[src/rtl/pe_comp_sched_pkg.sv]
// Shared types and encodings for the per-PE computation scheduler.
package pe_comp_sched_pkg;

    localparam int COMP_EN_W = 1;
    localparam logic [COMP_EN_W-1:0] COMP_EN_IDLE = 1'b0;
    localparam logic [COMP_EN_W-1:0] COMP_EN_COMP = 1'b1;

    localparam int PE_DATA_W   = 16;
    localparam int PE_ACT_NO_W = 6;

    typedef logic [COMP_EN_W-1:0]   comp_en_bus_t;
    typedef logic [PE_DATA_W-1:0]   pe_data_bus_t;
    typedef logic [PE_ACT_NO_W-1:0] pe_act_no_bus_t;

    typedef enum logic [1:0] {
        ST_IDLE  = 2'd0,
        ST_FETCH = 2'd1,
        ST_ISSUE = 2'd2,
        ST_DRAIN = 2'd3
    } sched_state_t;

    // Drain counter must hold 0..cyc inclusive; never narrower than one bit.
    function automatic int drain_cnt_w(input int cyc);
        return (cyc < 1) ? 1 : $clog2(cyc + 1);
    endfunction

endpackage

[src/rtl/pe_comp_sched.sv]
// Per-PE computation scheduler: walks the output range per nonzero input
// activation, reads weights and feeds the multiply stage.
//
// state | meaning
// IDLE  | waiting for start, queue not consumed
// FETCH | ready for the next activation (bubble after empty queue)
// ISSUE | one weight read per cycle for the held activation
// DRAIN | let mult/add/write-back finish, then pulse done
module pe_comp_sched
    import pe_comp_sched_pkg::*;
#(
    parameter int DATA_W    = 16,
    parameter int ACT_NO_W  = 6,
    parameter int IN_IDX_W  = 8,
    parameter int DRAIN_CYC = 3,
    parameter int SKIP_ZERO = 1
) (
    input  logic                         clk,
    input  logic                         rst,
    input  logic                         start,
    input  logic [ACT_NO_W-1:0]          cfg_num_out,
    input  logic                         in_act_valid,
    output logic                         in_act_ready,
    input  logic [IN_IDX_W-1:0]          in_act_idx,
    input  logic [DATA_W-1:0]            in_act_value,
    input  logic                         in_act_last,
    output logic                         mem_rd_en,
    output logic [IN_IDX_W+ACT_NO_W-1:0] mem_rd_addr,
    output logic [COMP_EN_W-1:0]         comp_en_mult,
    output logic [DATA_W-1:0]            in_act_value_mult,
    output logic [ACT_NO_W-1:0]          out_act_addr_mult,
    output logic                         busy,
    output logic                         done
);

    localparam int DRN_W = drain_cnt_w(DRAIN_CYC);

    sched_state_t        state_q, state_d;
    logic [ACT_NO_W-1:0] num_r, out_idx, out_idx_d;
    logic [IN_IDX_W-1:0] idx_r;
    logic [DATA_W-1:0]   value_r;
    logic                last_r;
    logic [DRN_W-1:0]    drain_cnt, drain_cnt_d;
    logic                hs, drop, final_issue, drain_tc, latch_act;

    assign hs          = in_act_valid & in_act_ready;
    assign drop        = ((SKIP_ZERO != 0) && (in_act_value == '0)) || (num_r == '0);
    assign final_issue = (out_idx == num_r - 1'b1);
    assign drain_tc    = (drain_cnt == DRN_W'(DRAIN_CYC));

    assign mem_rd_en   = (state_q == ST_ISSUE);
    assign mem_rd_addr = {idx_r, out_idx};
    assign busy        = (state_q != ST_IDLE);

    always_comb begin
        state_d      = state_q;
        out_idx_d    = out_idx;
        drain_cnt_d  = drain_cnt;
        in_act_ready = 1'b0;
        latch_act    = 1'b0;
        done         = 1'b0;
        case (state_q)
            ST_IDLE: begin
                if (start) state_d = ST_FETCH;
            end
            ST_FETCH: begin
                in_act_ready = 1'b1;
                if (hs) begin
                    latch_act = 1'b1;
                    if (drop) begin
                        state_d = in_act_last ? ST_DRAIN : ST_FETCH;
                    end else begin
                        out_idx_d = '0;
                        state_d   = ST_ISSUE;
                    end
                end
            end
            ST_ISSUE: begin
                if (!final_issue) begin
                    out_idx_d = out_idx + 1'b1;
                end else if (last_r) begin
                    state_d = ST_DRAIN;
                end else begin
                    // Overlap the next fetch with the final issue to avoid a bubble.
                    in_act_ready = 1'b1;
                    if (hs) begin
                        latch_act = 1'b1;
                        if (drop) begin
                            state_d = in_act_last ? ST_DRAIN : ST_FETCH;
                        end else begin
                            out_idx_d = '0;
                        end
                    end else begin
                        state_d = ST_FETCH;
                    end
                end
            end
            ST_DRAIN: begin
                if (drain_tc) begin
                    done        = 1'b1;
                    drain_cnt_d = '0;
                    state_d     = ST_IDLE;
                end else begin
                    drain_cnt_d = drain_cnt + 1'b1;
                end
            end
            default: state_d = ST_IDLE;
        endcase
    end

    always_ff @(posedge clk or posedge rst) begin
        if (rst) begin
            state_q   <= ST_IDLE;
            num_r     <= '0;
            out_idx   <= '0;
            idx_r     <= '0;
            value_r   <= '0;
            last_r    <= 1'b0;
            drain_cnt <= '0;
        end else begin
            state_q   <= state_d;
            out_idx   <= out_idx_d;
            drain_cnt <= drain_cnt_d;
            if (state_q == ST_IDLE && start) num_r <= cfg_num_out;
            if (latch_act) begin
                idx_r   <= in_act_idx;
                value_r <= in_act_value;
                last_r  <= in_act_last;
            end
        end
    end

    // Mult stage lags the issue by the one-cycle weight read; data holds when idle.
    always_ff @(posedge clk or posedge rst) begin
        if (rst) begin
            comp_en_mult      <= COMP_EN_IDLE;
            in_act_value_mult <= '0;
            out_act_addr_mult <= '0;
        end else begin
            comp_en_mult <= mem_rd_en ? COMP_EN_COMP : COMP_EN_IDLE;
            if (mem_rd_en) begin
                in_act_value_mult <= value_r;
                out_act_addr_mult <= out_idx;
            end
        end
    end

endmodule

[config.mk]
export PLATFORM = sky130hd
export DESIGN_NAME = pe_comp_sched
export DESIGN_NICKNAME = d
export VERILOG_FILES = /design/src/rtl/pe_comp_sched_pkg.sv /design/src/rtl/pe_comp_sched.sv
export SDC_FILE = /design/constraint.sdc
export NUM_CORES = 1
export LEC_CHECK = 0
export CORE_MARGIN = 5
export CORE_UTILIZATION = 25
export CTS_CLUSTER_SIZE = 14
export DETAILED_ROUTE_END_ITERATION = 16
export PLACE_DENSITY = 0.55
export SYNTH_ARGS = -nofsm -noshare
export SYNTH_HDL_FRONTEND = slang
export SYNTH_SLANG_ARGS = --single-unit
[constraint.sdc]
create_clock -name clk -period 4.1 [get_ports clk]
set_input_delay 0.615 -clock clk [delete_from_list [all_inputs] [get_ports clk]]
set_output_delay 0.615 -clock clk [all_outputs]
set_load 0.03 [all_outputs]
# Word level (Yosys, flattened, before mapping)
# Cells that the tools add are included.
# totals
elab_cells	60
register_bits	64
output_inout_bits	41
# classes
n_bitwise	1
n_reduce_logical	9
add_sub_neg	3
n_eq_ne	11
n_mux	26
# op_table
operator	n
$mux W6	4
$mux W2	10
$logic_not A16 Y1	1
$pmux W6 S2	1
$mux W1	8
$pmux W2 S4	1
$add A6 B1 Y6 const B	1
$eq A2 B2 Y1 const B	3
$eq A6 B6 Y1	1
$logic_not A6 Y1	1
$ne A2 B2 Y1 const B	3
$sub A6 B1 Y6 const B	1
$reduce_and A5 Y1	1
$ne A4 B3 Y1 const B	1
$pmux W1 S2	2
$reduce_bool A2 Y1	2
$ne A3 B3 Y1 const B	1
$add A2 B1 Y2 const B	1
$eq A2 B1 Y1 const B	1
$logic_not A2 Y1	1
$ne A2 B1 Y1 const B	1
$reduce_and A2 Y1	1
$and A1 B1 Y1	1
$logic_and A1 B1 Y1	1
$logic_or A1 B1 Y1	1

# Longest topological paths before layout
# depth
ltp_word	9
depth_mapped	9
ltp_nobuf	8

# Worst setup path before layout
# Ideal clock, no wire load.
# synth_timing
kind	register -> output
start	register num_r[0]
end	output port in_act_ready
path_slack_ns	1.238
path_stages_with_launch	8
t_arrival_ns	2.247
cell_sequence	dfrtp_1 > inv_1 > ha_1 > xnor2_1 > a211oi_2 > nand3_2 > or4b_1 > a21boi_1
# synth_via
elab_chain_cells	4
# synth_rtl
item	line_no	rtl
start: declaration	pe_comp_sched.sv:39	logic [ACT_NO_W-1:0] num_r, out_idx, out_idx_d;
start signal: assignment	pe_comp_sched.sv:124	if (state_q == ST_IDLE && start) num_r <= cfg_num_out;
$sub A6 B1 Y6	pe_comp_sched.sv:48	assign final_issue = (out_idx == num_r - 1'b1);
$eq A6 B6 Y1	pe_comp_sched.sv:48	
$mux W1	pe_comp_sched.sv:79	if (!final_issue) begin
$pmux W1 S2	pe_comp_sched.sv:62	case (state_q)
end: declaration	pe_comp_sched.sv:23	output logic in_act_ready,
# No other way between the ends.

# Final worst setup path
# Ends and elaborated chain as after synthesis.

==> out/results.txt <==
Post-layout minimum cycle time - 3.69 ns
Initial antenna violation count - 0
Vias per cell - 4.53
GP Congestion - 0.746
Top FF cell, synth - dfrtp_1
Critical path class - flop to primary output
DR iter-0 viols - 53
Largest net degree at the start of global routing - 49
Status - complete, no violations
WP data arrival - 3.08 ns
Worst-path fanout max - 5
Clk buf depth - 2
Clk_lat worst skew - 0.32 ns
MaxCap Viol Count - 0
H-tree levels - 3
Hpwl dp - 4.95 mm
CP max-delay cell - clkdlybuf4s50_1
Count of state elements after synthesis - 64
Syn-to-layout area delta - 41.4%
Final Cell Area - 4170 µm²
Mapped cell area - 2950 µm²
CTS resizes - 0
Die Width - 119 µm
CTS tree - yes
Placed cell areas - 3870 µm²
Wirelength, routed - 6.82 mm
Req. time, crit path - 3.48 ns
CP Cell Sequence - inv_1 -> ha_1 -> xnor2_1 -> a211oi_2 -> nand3_2 -> or4b_1 -> a21boi_1 -> clkdlybuf4s50_1
Ant diodes - 0
GRT Max-Usage Layer - met2
Count of final hold-check violations - 0
Critical path endpoint category - primary output
Pre-antenna DRT Iters - 4
Core Area - 11500 µm²
Cells after Synth - 227
Asr flop ratio synth - 100%
Total I/O pin count - 76
Final critical-path setup slack - 0.407 ns
Worst-path clk slew - 0.06 ns
Antenna Nets Post-Route - 0
EDFF count, synth - 0
Die height - 119 µm
# nets final - 353
Vias in the first global route - 2249
Slowest cell delay on critical path - 0.71 ns
Final Cycle Share - 90.1%
I/O Buffers - 75
Grt ovf - 0
Clk sinks - 64
Detailed-route DRC error count - 0
Worst-Margin Slew - 1.04 ns
CTS buffer count - 9
Pwr dens - 882 nW/µm²
Post-synthesis sequential area ratio - 54.3%
Die footprint - 14100 µm²
Vias after detailed routing - 2069
Final Setup Violations - 0
Setup TNS - 0 ns
Maximum VDD drop - 0.320 mV
Initial core utilization - 25.6%
Max-slew headroom - 30.8%
DP Worst Slack - 0.746 ns
Fmax - 0.271 GHz
CTS root buf - clkbuf_16
First-pass GRT wire length - 11.6 mm
Hold_buf cts - 0
RSZ-0062 raised after global routing - no
Met3 Resource Use GR - 3.30%
Met2 Track Usage GR - 16.3%
# rows - 39
Hold WC Path Type - flop to flop
Static Leak - 1.74 nW
Pins Over Slew Limit - 0
Post-CTS setup buffers - 0
Ys Warns - 0
Syn nets - 271
Clk_skew - 0.00856 ns
Share of layout cells above drive strength 1 - 16.9%
Syn Area/Cell - 13.0 µm²
WL/cell - 14.9 µm
Critical Path Source Type - flop
Yosys cell types - 46
GRT met1 Usage - 13.4%
Total GRT Usage - 10.3%
## synthesized netlist by cell type, drive strengths merged (4+ instances only)
cell type	n	area [µm²]
nor2	5	18.8
inv	11	41.3
mux2	54	608
o21a	4	30.0
buf	4	31.3
a21oi	6	30.0
nand3	5	30.0
ha	9	113
dfrtp	64	1600
nand2	11	41.3
xnor2	6	52.6
nor4	4	25.0
## sequential cells by signal (all words and copies together) (netlist names)
register           flops
idx_r                  8
value_r               16
num_r                  6
out_idx                6
drain_cnt              2
state_q                2
last_r                 1
out_act_addr_mult      6
comp_en_mult           1
in_act_value_mult     16
## final timing paths
check                            start              endpoint  slack, ns  cells past startpoint
max in group asynchronous          rst              idx_r[1]       2.43                      3
setup / recovery              num_r[0]          in_act_ready       0.41                      8
setup reg to reg              num_r[0]              idx_r[5]       1.33                      8
hold reg to reg            value_r[10]           value_r[10]       0.48                      1
min in group asynchronous          rst  in_act_value_mult[8]       0.87                      2
hold / removal             value_r[10]           value_r[10]       0.48                      1
## cell type report
type | instances | area (µm²)
clock buffers | 11 | 243
clock inverters | 5 | 56.3
fillers | 1165 | 7340
inverters | 11 | 41.3
multi-input cells | 145 | 1260
flip-flops and latches | 64 | 1600
well taps | 143 | 179
repair buffers | 78 | 786
## cells in the final DEF, fill, tap and decap left out, drive strengths merged, types with 2 or more instances in the layout
master	count
o21ai	3
dfrtp	64
nand2	11
or4	2
o221ai	2
nor4	4
o22ai	3
o21a	4
clkinv	3
xor2	2
nor2	5
clkbuf	11
mux2	54
nor3	3
and2	2
a21oi	6
nand4	3
ha	9
inv	11
and3	2
buf	3
xnor2	6
o31a	2
nand3	5
clkdlybuf4s50	75
## through the flow
step                      util [%]  instances  hold WS, ns  power [mW]
after floorplan                  -        227        0.452        2.31
after global placement        33.6        441        0.461        2.93
after detailed placement      33.6        441        0.470        2.95
after CTS                     36.2        457        0.482        3.74
after global routing          36.2        457        0.500        3.92
final                         36.2        457        0.478        3.68
## power breakdown
| group | total, mW | internal (mW) | switching (mW) |
|---|---|---|---|
| combinational | 1.75 | 0.818 | 0.928 |
| sequential | 1.18 | 0.948 | 0.229 |
| clock | 0.758 | 0.486 | 0.272 |
## layer usage
metal / vias up / routed length [µm]
met1: 1023 / 3150
met5: - / 0
met3: 4 / 341
met2: 54 / 3280
li1: 988 / -
met4: 0 / 53
## critical path: cells and delay by family, from the launching register on
family          cells  cell delay, ns
buf+inv             2            0.80
simple gates        2            0.64
flops               1            0.43
fa+ha+maj           1            0.31
xor+xnor            1            0.14
compound gates      2            0.45
## cell families (layout without fill, tap and decap cells)
kind of cell / count (synthesis) / count (layout) / synth area share [%]
muxes: 55 / 55 / 20.9
DFF: 64 / 64 / 54.3
buffers and inverters: 18 / 105 / 2.84
AOI/OAI and AO/OA: 31 / 31 / 7.93
xor gates and xnor gates: 8 / 8 / 2.37
adders and majority gates: 9 / 9 / 3.82
and+or+nand+nor: 42 / 42 / 7.80
No activity file was read; power rests on OpenSTA's default activity.
